**config.mk**
```make
export PLATFORM = sky130hd
export DESIGN_NAME = cardio_svm_seq_ctrl_flat
export DESIGN_NICKNAME = d
export VERILOG_FILES = /design/src/rtl/cardio_svm_pkg.sv /design/src/rtl/cardio_svm_seq_ctrl_if.sv /design/src/rtl/svm_mac_unit.sv /design/src/rtl/cardio_svm_seq_ctrl.sv /design/src/flat_wrapper.sv
export SDC_FILE = /design/constraint.sdc
export NUM_CORES = 1
export LEC_CHECK = 0
export CAP_MARGIN = 40
export CORE_UTILIZATION = 55
export CTS_CLUSTER_SIZE = 8
export DETAILED_ROUTE_END_ITERATION = 6
export PLACE_DENSITY_LB_ADDON = 0.3
export SETUP_SLACK_MARGIN = 0.5
export SLEW_MARGIN = 15
export SYNTH_ARGS = -nofsm -noshare
export SYNTH_HDL_FRONTEND = slang
export SYNTH_SLANG_ARGS = --single-unit
```
**constraint.sdc**
```tcl
create_clock -name clk -period 14.9 [get_ports clk]
set_input_delay 3.725 -clock clk [delete_from_list [all_inputs] [get_ports clk]]
set_output_delay 3.725 -clock clk [all_outputs]
set_load 0.01 [all_outputs]
```
**src/rtl/cardio_svm_pkg.sv**
```systemverilog
// Shared constants, coefficient ROM and vote helper for the sequential
// 3-class one-vs-one cardio SVM controller.
package cardio_svm_pkg;

    localparam int N_FEAT = 21;
    localparam int FEAT_W = 4;
    localparam int W_W    = 8;
    localparam int ACC_W  = 13;
    localparam int N_CLF  = 3;
    localparam int IN_W   = N_FEAT * FEAT_W;

    typedef enum logic [1:0] {
        ST_IDLE = 2'd0,
        ST_MAC  = 2'd1,
        ST_VOTE = 2'd2,
        ST_HOLD = 2'd3
    } state_e;

    typedef logic signed [W_W-1:0]   weight_t;
    typedef logic signed [ACC_W-1:0] acc_t;

    typedef struct packed {
        logic [1:0] cls;
        logic [5:0] votes;
    } vote_t;

    // Row c holds the weights of pairwise classifier c (0v1, 0v2, 1v2).
    localparam weight_t W [N_CLF][N_FEAT] = '{
        '{-8'sd12,  8'sd68, -8'sd28,  8'sd42,  8'sd8,   8'sd0,  -8'sd36,
          -8'sd40,  8'sd9,  -8'sd20, -8'sd8,  -8'sd3,  -8'sd16, -8'sd20,
          -8'sd17,  8'sd12, -8'sd13, -8'sd28, -8'sd11, -8'sd28, -8'sd3},
        '{-8'sd29,  8'sd21, -8'sd10,  8'sd34, -8'sd2,  -8'sd3,  -8'sd52,
          -8'sd46, -8'sd6,  -8'sd33,  8'sd1,  -8'sd4,  -8'sd2,  -8'sd9,
           8'sd10, -8'sd3,   8'sd25,  8'sd28,  8'sd34, -8'sd40, -8'sd6},
        '{ 8'sd1,   8'sd10, -8'sd13, -8'sd4,  -8'sd14, -8'sd15, -8'sd31,
          -8'sd23, -8'sd8,  -8'sd30,  8'sd10, -8'sd1,   8'sd5,   8'sd3,
           8'sd24, -8'sd8,   8'sd20,  8'sd37,  8'sd25, -8'sd18, -8'sd1}
    };

    localparam acc_t INTERCEPT [N_CLF] = '{13'sd1374, 13'sd346, -13'sd231};

    function automatic weight_t weight_at(input logic [1:0] c, input logic [4:0] f);
        weight_t w;
        if ((c < 2'd3) && (f < 5'd21)) begin
            w = W[c][f];
        end else begin
            w = 8'sd0;
        end
        return w;
    endfunction

    // Index 3 is reached when the last classifier finishes; nothing uses it.
    function automatic acc_t intercept_at(input logic [1:0] c);
        acc_t v;
        case (c)
            2'd0:    v = INTERCEPT[0];
            2'd1:    v = INTERCEPT[1];
            2'd2:    v = INTERCEPT[2];
            default: v = 13'sd0;
        endcase
        return v;
    endfunction

    function automatic vote_t vote_argmax(input logic [2:0] d);
        vote_t      r;
        logic [1:0] s0;
        logic [1:0] s1;
        logic [1:0] s2;
        logic [1:0] best;
        logic [1:0] best_sum;
        s0 = {1'b0, ~d[0]} + {1'b0, ~d[1]};
        s1 = {1'b0,  d[0]} + {1'b0, ~d[2]};
        s2 = {1'b0,  d[1]} + {1'b0,  d[2]};
        if (s0 >= s1) begin
            best     = 2'd0;
            best_sum = s0;
        end else begin
            best     = 2'd1;
            best_sum = s1;
        end
        if (best_sum >= s2) begin
            r.cls = best;
        end else begin
            r.cls = 2'd2;
        end
        r.votes = {s0, s1, s2};
        return r;
    endfunction

endpackage

```
**src/rtl/cardio_svm_seq_ctrl_if.sv**
```systemverilog
// Sample-in / result-out valid-ready bundle of the sequential SVM controller.
interface cardio_svm_seq_ctrl_if;
    import cardio_svm_pkg::*;

    logic            in_valid;
    logic            in_ready;
    logic [IN_W-1:0] in_data;
    logic            out_valid;
    logic            out_ready;
    logic [1:0]      out_class;
    logic [5:0]      out_votes;

    modport master (
        output in_valid, in_data, out_ready,
        input  in_ready, out_valid, out_class, out_votes
    );

    modport slave (
        input  in_valid, in_data, out_ready,
        output in_ready, out_valid, out_class, out_votes
    );

endinterface

```
**src/rtl/svm_mac_unit.sv**
```systemverilog
// Single unsigned 4-bit x signed 8-bit multiplier feeding a 13-bit wrapping
// accumulator; load takes priority over accumulate.
module svm_mac_unit
    import cardio_svm_pkg::*;
(
    input  logic              clk,
    input  logic              rst,
    input  logic              load_i,
    input  logic              acc_en_i,
    input  acc_t              load_val_i,
    input  logic [FEAT_W-1:0] feat_i,
    input  weight_t           w_i,
    output acc_t              sum_o
);

    acc_t               acc_q;
    acc_t               acc_d;
    logic signed [11:0] feat_x_s;
    logic signed [11:0] w_x_s;
    logic signed [11:0] prod_s;

    // Product fits in 12 bits (15 * -128 = -1920); the add wraps at 13 bits.
    always_comb begin
        feat_x_s = {7'd0, feat_i};
        w_x_s    = {{4{w_i[W_W-1]}}, w_i};
        prod_s   = feat_x_s * w_x_s;
        sum_o    = acc_q + {prod_s[11], prod_s};
        if (load_i) begin
            acc_d = load_val_i;
        end else if (acc_en_i) begin
            acc_d = sum_o;
        end else begin
            acc_d = acc_q;
        end
    end

    // Accumulator register.
    always_ff @(posedge clk or posedge rst) begin
        if (rst) begin
            acc_q <= 13'sd0;
        end else begin
            acc_q <= acc_d;
        end
    end

endmodule

```
**src/rtl/cardio_svm_seq_ctrl.sv**
```systemverilog
// Sequential one-vs-one SVM controller: 63 MAC cycles over three pairwise
// classifiers, one vote cycle, then the result is held until consumed.
module cardio_svm_seq_ctrl
    import cardio_svm_pkg::*;
(
    input  logic                 clk,
    input  logic                 rst,
    cardio_svm_seq_ctrl_if.slave bus,
    output logic                 busy
);

    state_e          state_q;
    state_e          state_d;
    logic [1:0]      c_q;
    logic [1:0]      c_d;
    logic [4:0]      f_q;
    logic [4:0]      f_d;
    logic [2:0]      dec_q;
    logic [2:0]      dec_d;
    logic [IN_W-1:0] feat_q;
    logic [IN_W-1:0] feat_d;
    logic            out_valid_q;
    logic            out_valid_d;
    logic [1:0]      out_class_q;
    logic [1:0]      out_class_d;
    logic [5:0]      out_votes_q;
    logic [5:0]      out_votes_d;

    logic              mac_load_s;
    logic              mac_acc_en_s;
    acc_t              mac_load_val_s;
    acc_t              mac_sum_s;
    logic [FEAT_W-1:0] feat_sel_s;
    weight_t           weight_sel_s;
    vote_t             vote_s;

    assign feat_sel_s   = feat_q[{f_q, 2'b00} +: FEAT_W];
    assign weight_sel_s = weight_at(c_q, f_q);
    assign vote_s       = vote_argmax(dec_q);

    svm_mac_unit u_mac (
        .clk        (clk),
        .rst        (rst),
        .load_i     (mac_load_s),
        .acc_en_i   (mac_acc_en_s),
        .load_val_i (mac_load_val_s),
        .feat_i     (feat_sel_s),
        .w_i        (weight_sel_s),
        .sum_o      (mac_sum_s)
    );

    // Next-state, counter, decision-bit and output-register logic.
    always_comb begin
        state_d        = state_q;
        c_d            = c_q;
        f_d            = f_q;
        dec_d          = dec_q;
        feat_d         = feat_q;
        out_valid_d    = out_valid_q;
        out_class_d    = out_class_q;
        out_votes_d    = out_votes_q;
        mac_load_s     = 1'b0;
        mac_acc_en_s   = 1'b0;
        mac_load_val_s = intercept_at(2'd0);
        case (state_q)
            ST_IDLE: begin
                if (bus.in_valid) begin
                    feat_d     = bus.in_data;
                    mac_load_s = 1'b1;
                    c_d        = 2'd0;
                    f_d        = 5'd0;
                    dec_d      = 3'b000;
                    state_d    = ST_MAC;
                end else begin
                    state_d = ST_IDLE;
                end
            end
            ST_MAC: begin
                mac_acc_en_s = 1'b1;
                if (f_q == 5'd20) begin
                    case (c_q)
                        2'd0:    dec_d[0] = mac_sum_s[ACC_W-1];
                        2'd1:    dec_d[1] = mac_sum_s[ACC_W-1];
                        2'd2:    dec_d[2] = mac_sum_s[ACC_W-1];
                        default: dec_d    = dec_q;
                    endcase
                    // Seed the next classifier in the same cycle its predecessor closes.
                    f_d            = 5'd0;
                    mac_load_s     = 1'b1;
                    mac_load_val_s = intercept_at(c_q + 2'd1);
                    if (c_q == 2'd2) begin
                        state_d = ST_VOTE;
                    end else begin
                        c_d = c_q + 2'd1;
                    end
                end else begin
                    f_d = f_q + 5'd1;
                end
            end
            ST_VOTE: begin
                out_class_d = vote_s.cls;
                out_votes_d = vote_s.votes;
                out_valid_d = 1'b1;
                state_d     = ST_HOLD;
            end
            ST_HOLD: begin
                if (bus.out_ready) begin
                    out_valid_d = 1'b0;
                    state_d     = ST_IDLE;
                end else begin
                    state_d = ST_HOLD;
                end
            end
            default: begin
                state_d = ST_IDLE;
            end
        endcase
    end

    // State and datapath registers.
    always_ff @(posedge clk or posedge rst) begin
        if (rst) begin
            state_q     <= ST_IDLE;
            c_q         <= 2'd0;
            f_q         <= 5'd0;
            dec_q       <= 3'b000;
            feat_q      <= '0;
            out_valid_q <= 1'b0;
            out_class_q <= 2'd0;
            out_votes_q <= 6'd0;
        end else begin
            state_q     <= state_d;
            c_q         <= c_d;
            f_q         <= f_d;
            dec_q       <= dec_d;
            feat_q      <= feat_d;
            out_valid_q <= out_valid_d;
            out_class_q <= out_class_d;
            out_votes_q <= out_votes_d;
        end
    end

    assign bus.in_ready  = (state_q == ST_IDLE);
    assign bus.out_valid = out_valid_q;
    assign bus.out_class = out_class_q;
    assign bus.out_votes = out_votes_q;
    assign busy          = (state_q != ST_IDLE);

endmodule

```
**src/flat_wrapper.sv**
```systemverilog
// flat-port wrapper written by rule: the top's interface ports become plain ports
module cardio_svm_seq_ctrl_flat import cardio_svm_pkg::*;
  (clk, rst, busy, bus_in_valid, bus_in_data, bus_out_ready, bus_in_ready, bus_out_valid, bus_out_class, bus_out_votes);
  cardio_svm_seq_ctrl_if bus_i ();
  input  logic clk;
  input  logic rst;
  output logic busy;
  input wire logic [$bits(bus_i.in_valid)-1:0] bus_in_valid;
  input wire logic [$bits(bus_i.in_data)-1:0] bus_in_data;
  input wire logic [$bits(bus_i.out_ready)-1:0] bus_out_ready;
  output wire logic [$bits(bus_i.in_ready)-1:0] bus_in_ready;
  output wire logic [$bits(bus_i.out_valid)-1:0] bus_out_valid;
  output wire logic [$bits(bus_i.out_class)-1:0] bus_out_class;
  output wire logic [$bits(bus_i.out_votes)-1:0] bus_out_votes;
  assign bus_i.in_valid = bus_in_valid;
  assign bus_i.in_data = bus_in_data;
  assign bus_i.out_ready = bus_out_ready;
  assign bus_in_ready = bus_i.in_ready;
  assign bus_out_valid = bus_i.out_valid;
  assign bus_out_class = bus_i.out_class;
  assign bus_out_votes = bus_i.out_votes;
  cardio_svm_seq_ctrl u_core (.clk(clk), .rst(rst), .bus(bus_i), .busy(busy));
endmodule
```
==> qor.csv, run 1 <==
metric;value;unit
GPL Wtd Cong;0.971;
Data required, critical path;15.25;ns
Die ar.;15000;um2
num ports;99;
crit-path cells;buf_4 -> mux4_2 -> mux4_2 -> a22oi_1 -> nor2_1 -> ha_1 -> ha_1 -> inv_1 -> fa_1 -> inv_1 -> ha_1 -> a21o_1 -> a21oi_1 -> o21ai_0 -> o41ai_1 -> xnor2_1 -> ha_1 -> nand3_1 -> nand2_1 -> a41o_1 -> nor4_1 -> nor3_1 -> xnor3_1 -> o21ai_1;
min Tclk post-route;7.26;ns
row cnt;43;
Post-Route Utilization;68.9;%
# clock sinks;118;
Synth Area in XOR/XNOR;3.02;%
postcts setup bufs;0;
hold-fix buffers at CTS;0;
Final ANT Viol Nets;0;
crit path to;u_core.dec_q[1];
post-synth top area share;36.9;%
I/O Buffers;98;
Setup TNS;0;ns
# resized after CTS;0;
Worst-Margin Slew;0.888;ns
register area share after synthesis;36.9;%
WL/cell;16.2;um
unrepaired setup endpoints after global routing;no;
Layout Nets;1179;
max incr delay on CP;0.62;ns
total track usage;28.7;%
Max Slew Vio Count;0;
max cap viols;0;
antenna fix cells;0;
period utilization;48.7;%
status;complete, no violations;
post-synthesis mux area share;7.90;%
# DRC;0;
main combinational cell family by area after synthesis;simple AND/OR/NAND/NOR gates;
syn nets;1104;
Seq cells post-synth;118;
HPWL after DPL;13700;um
Most used DFF post-synth;dfrtp_1;
H-tree levels;4;
CTS tree;yes;
R2R Path Start;u_core.f_q[0];
core box area;14000;um2
Mapped Area;7990;um2
Compound-Gate Fraction of Synth Area;12.1;%
number of global-route vias before repair;6906;
Final Non-Filler Cells;1220;
area grow syn2layout;21.0;%
initial antenna violation count;0;
CP arrival;7.60;ns
via count;6868;
Area contributors post-synth;dfrtp_1 (37%), nand2_1 (15%), ha_1 (7.4%), mux4_2 (5.1%), fa_1 (4.3%);
Post-synth EDFFs;0;
root buf cell;clkbuf_16;
Async S/R FF share, synth;100;%
reg-to-reg endpoint;u_core.dec_q[1];
critical hold path startpoint;u_core.feat_q[48];
proportion of layout cells with a drive suffix above 1;8.27;%
Synth top cells by count;nand2_1 (319), dfrtp_1 (118), nor2_1 (59);
Critical Path Source Type;flip-flop;
Die X;123;um
Worst-Skew Late Latency;0.43;ns
Clock transition at path regs;0.06;ns
CP Max Fanout;57;
cts bufs inserted;17;
Syn. warnings;0;
Slew HR;40.8;%
most numerous cell in the Yosys netlist;nand2_1;
first-pass GRT wire length;33300;um
reg-to-reg setup timing slack;7.64;ns
Syn Area/Cell;8.40;um2
initial drt markers;542;
GRT Residual Overflow;0;
Cell variety after synth;61;
maximum number of pins on one net before global-route repair;89;
Die Y;123;um
Clock Skews;0.0111;ns
Max Buffers Root-to-Sink;2;
worst r2r path cells;24;
Final Hold Viols;0;
Min-Delay Path Class;reg -> reg;
# setup viols final;0;
Adder-Cell Fraction of Synth Area;11.6;%
final wirelength;19800;um
Starting Density;56.9;%
Syn Inst Count;952;
Critical Path Source;u_core.f_q[0];
f_max;0.138;GHz
placed insts;1188;
TritonRoute pass-1 iters;5;
slowest cell on the critical path;mux4_2;
crit path kind;reg -> reg;
Via-to-Cell Ratio;5.63;
most frequent CP cell;ha_1;
simple-gate share of the synthesized area;23.3;%
Synth area leader;dfrtp_1;
nature of the critical path endpoint;flip-flop;
-- per-stage QoR --
stage / area (um2) / setup slack (ns) / hold slack (ns)
5_1_grt: 9670 / 7.15 / 0.486
3_5_place_dp: 9070 / 7.74 / 0.458
3_3_place_gp: 9040 / 7.96 / 0.453
2_1_floorplan: 7990 / 8.05 / 0.437
6_report: 9670 / 7.64 / 0.470
4_1_cts: 9670 / 7.70 / 0.474
-- metal layers --
layer	wire, um	global-route usage [%]
met1	8640	36.9
met4	393	9.91
met3	1120	6.09
met2	9600	47.8
met5	0	0
-- flip-flops by register name, summed over array words and instances (netlist names) --
name	cells
u_core.u_mac.acc_q	13
u_core.bus.out_votes	6
u_core.feat_q	84
u_core.f_q	5
u_core.dec_q	3
u_core.state_q	2
u_core.bus.out_valid	1
u_core.bus.out_class	2
u_core.c_q	2
-- worst min-delay path by stage --
stage | endpoint | slack [ns] | cells after the start
2_1_floorplan | u_core.feat_q[52] | 0.44 | 2
3_3_place_gp | u_core.feat_q[32] | 0.45 | 2
3_5_place_dp | u_core.feat_q[56] | 0.46 | 2
4_1_cts | u_core.feat_q[48] | 0.47 | 2
5_1_grt | u_core.feat_q[45] | 0.49 | 2
6_report | u_core.feat_q[48] | 0.47 | 2
-- cells by family after synthesis --
kind of cell,count (synthesis)
multiplexers,36
XOR/XNOR,26
AO/OA/AOI/OAI,151
flip-flops,118
AND/OR/NAND/NOR,454
adder cells (fa/ha/maj),64
buffers and inverters,103
-- worst max-delay path: cells and delay by family (launching register included) --
family                   cells  cell delay [ns]
buffers and inverters        3             0.69
multiplexers                 2             1.14
XOR/XNOR                     2             0.61
adder cells (fa/ha/maj)      5             1.87
AND/OR/NAND/NOR              5             0.59
flip-flops                   1             0.34
AO/OA/AOI/OAI                7             1.92
-- cells in the final DEF (no fill, tap or decap), types with 3 or more instances in the layout --
master and instances:
fa_1 17, o21a_1 3, mux2i_1 5, dfrtp_1 116, a311oi_1 4, nor2b_1 13
inv_6 3, and3_1 7, nand2b_1 8, inv_1 51, a211oi_1 8, o21ai_0 42
o21bai_1 5, a31oi_1 6, buf_4 6, xnor2_1 19, clkinv_4 5, mux2_2 11
nor2_1 59, o21ai_1 3, a21oi_1 37, clkdlybuf4s50_1 98, nand2_1 318, or2_2 7
a21o_1 7, a22oi_1 3, clkbuf_16 17, xor2_1 6, mux4_2 18, nor3_1 16
nand3_1 14, o22ai_1 8, ha_1 47
-- cell type report --
type	count	area (um2)
Inverter	53	201
Timing Repair Buffer	106	1060
Clock inverter	14	168
Fill cell	1088	4370
Multi-Input combinational cell	731	4630
Sequential cell	118	2960
Clock buffer	18	429
Tap cell	180	225
Power of run 1 is not shown: default switching activity piles up to over one toggle a cycle in this logic, so the estimate is an artifact.
==> inputs of run 2 (changes only) <==
--- a/config.mk
+++ b/config.mk
@@ -6,7 +6,7 @@
 export NUM_CORES = 1
 export LEC_CHECK = 0
 export CAP_MARGIN = 40
-export CORE_UTILIZATION = 55
+export CORE_UTILIZATION = 51
 export CTS_CLUSTER_SIZE = 8
 export DETAILED_ROUTE_END_ITERATION = 6
 export PLACE_DENSITY_LB_ADDON = 0.3
==> constraint.sdc (replaced) <==
create_clock -name clk -period 6.41 [get_ports clk]
set_input_delay 1.6025 -clock clk [delete_from_list [all_inputs] [get_ports clk]]
set_output_delay 1.6025 -clock clk [all_outputs]
set_load 0.01 [all_outputs]
==> run 2 against run 1 <==
Critical path depth stayed put. Critical path type unchanged. Sequential share of layout area is 2.4 points lower. Die area is 7.7% higher. Utilization is 0.12 points higher. Wire length is 9.1% higher. Setup slack worse by 7.2 ns. First-iteration DRC count is 7.9% lower. Clock skew is 0.0035 ns lower.
==> qor.csv, run 2 (same netlist as run 1, synthesis figures left out) <==
metric;value;unit
status;complete, no violations;
Min-Delay Path Class;reg -> reg;
TritonRoute pass-1 iters;6;
Final ANT Viol Nets;0;
# DRC;0;
antenna fix cells;0;
min Tclk post-route;5.95;ns
reg-to-reg setup timing slack;0.46;ns
area grow syn2layout;31.7;%
Max Slew Vio Count;0;
# setup viols final;0;
GRT Residual Overflow;0;
# clock sinks;118;
number of global-route vias before repair;7020;
cts bufs inserted;17;
HPWL after DPL;14400;um
commonest non-fill, non-tap cells in the layout;nand2_1 (313), dfrtp_1 (116), clkdlybuf4s50_1 (98);
Final Hold Viols;0;
CTS tree;yes;
hold-fix buffers at CTS;0;
CP Max Fanout;5;
Setup TNS;0;ns
GPL Wtd Cong;0.920;
via count;7267;
Largest Register;u_core.feat_q;
Worst-Margin Slew;0.901;ns
Die Y;127;um
initial antenna violation count;0;
Die X;127;um
Starting Density;52.4;%
H-tree levels;4;
I/O Buffers;98;
Via-to-Cell Ratio;5.56;
maximum number of pins on one net before global-route repair;88;
Clock Skews;0.00761;ns
Worst-Skew Late Latency;0.42;ns
Slew HR;39.9;%
final wirelength;21600;um
WL/cell;16.5;um
Critical Path Source Type;flip-flop;
core box area;15300;um2
f_max;0.168;GHz
Clock transition at path regs;0.05;ns
Max Buffers Root-to-Sink;2;
first-pass GRT wire length;35200;um
Layout Nets;1234;
Die ar.;16200;um2
number of flip-flops in the largest register;84;
Data required, critical path;6.75;ns
crit path kind;reg -> reg;
proportion of layout cells with a drive suffix above 1;18.1;%
max cap viols;0;
commonest non-fill, non-tap cell in the layout;nand2_1;
unrepaired setup endpoints after global routing;yes;
period utilization;92.9;%
initial drt markers;499;
nature of the critical path endpoint;flip-flop;
root buf cell;clkbuf_16;
row cnt;45;
CP arrival;6.29;ns
total track usage;27.6;%
num ports;99;
run 2: changes by cell type in the layout (fill, tap and decap cells not counted), moves of 4 or more:
cell     before  now
buf_4         6   57
ha_1         47   35
ha_4          0    8
inv_1        51   43
inv_2         0    8
o21ai_0      42   36
nand2_1     318  313
nand2_2       1    6
nor2_1       59   54
ha_2          0    4
run 2: area by class of cell:
cell class / count / area [um2]
Timing Repair Buffer: 161 / 1540
Tap cell: 211 / 264
Multi-Input combinational cell: 731 / 4930
Clock inverter: 11 / 173
Inverter: 53 / 201
Sequential cell: 118 / 2960
Clock buffer: 21 / 460
Fill cell: 1171 / 4730
run 2: worst max-delay path, stage by stage (launching register included):
cell and delay (ns):
dfrtp_4 0.51, buf_4 0.16, mux4_2 0.43, mux4_2 0.49, a22oi_2 0.32, buf_4 0.18
nor2_1 0.04, ha_1 0.30, fa_1 0.51, inv_1 0.05, fa_1 0.49, inv_2 0.05
ha_4 0.24, o21ai_2 0.06, nand2b_1 0.10, a21o_1 0.18, a21oi_2 0.17, o21bai_1 0.09
a21oi_1 0.22, xnor2_1 0.23, ha_2 0.31, nor3_1 0.07, nor3_1 0.18, xnor3_2 0.33
o21ai_1 0.16
run 2: timing repair:
action	in CTS	in global routing
setup buffers	10	12
resized for setup	15	47
cloned	1	0
setup endpoints to repair	6	8
hold endpoints to repair	0	0
pin swaps	7	20
run 2: final timing paths:
path,start,end,cells after the start
worst max register to register,u_core.f_q[0],u_core.dec_q[2],24
worst min-delay path,u_core.feat_q[48],u_core.feat_q[48],2
worst min register to register,u_core.feat_q[48],u_core.feat_q[48],2
worst max-delay path,u_core.f_q[0],u_core.dec_q[2],24
min in group asynchronous,rst,u_core.bus.out_votes[0],2
max in group asynchronous,rst,u_core.feat_q[82],4
run 2: stage by stage:
stage / instances / instance area (um2) / util, % / hold WS [ns] / setup WS (ns)
2_1_floorplan: 952 / 8080 / - / 0.437 / 0.465
3_3_place_gp: 1250 / 9400 / 61.6 / 0.451 / 0.333
3_5_place_dp: 1251 / 9430 / 61.8 / 0.459 / 0.294
4_1_cts: 1294 / 10200 / 67.2 / 0.472 / 0.469
5_1_grt: 1306 / 10500 / 69.0 / 0.488 / 0.289
6_report: 1306 / 10500 / 69.0 / 0.472 / 0.457
run 2: layer usage:
layer  GRT usage [%]  vias to the layer above  wire, um
met3            5.44                       45      1400
met1            36.0                     3491      8990
met5               0                        -         0
met2            46.9                      278     10800
met4            7.84                        0       366
li1                -                     3453         -
Power of run 2 is left out for the same reason.
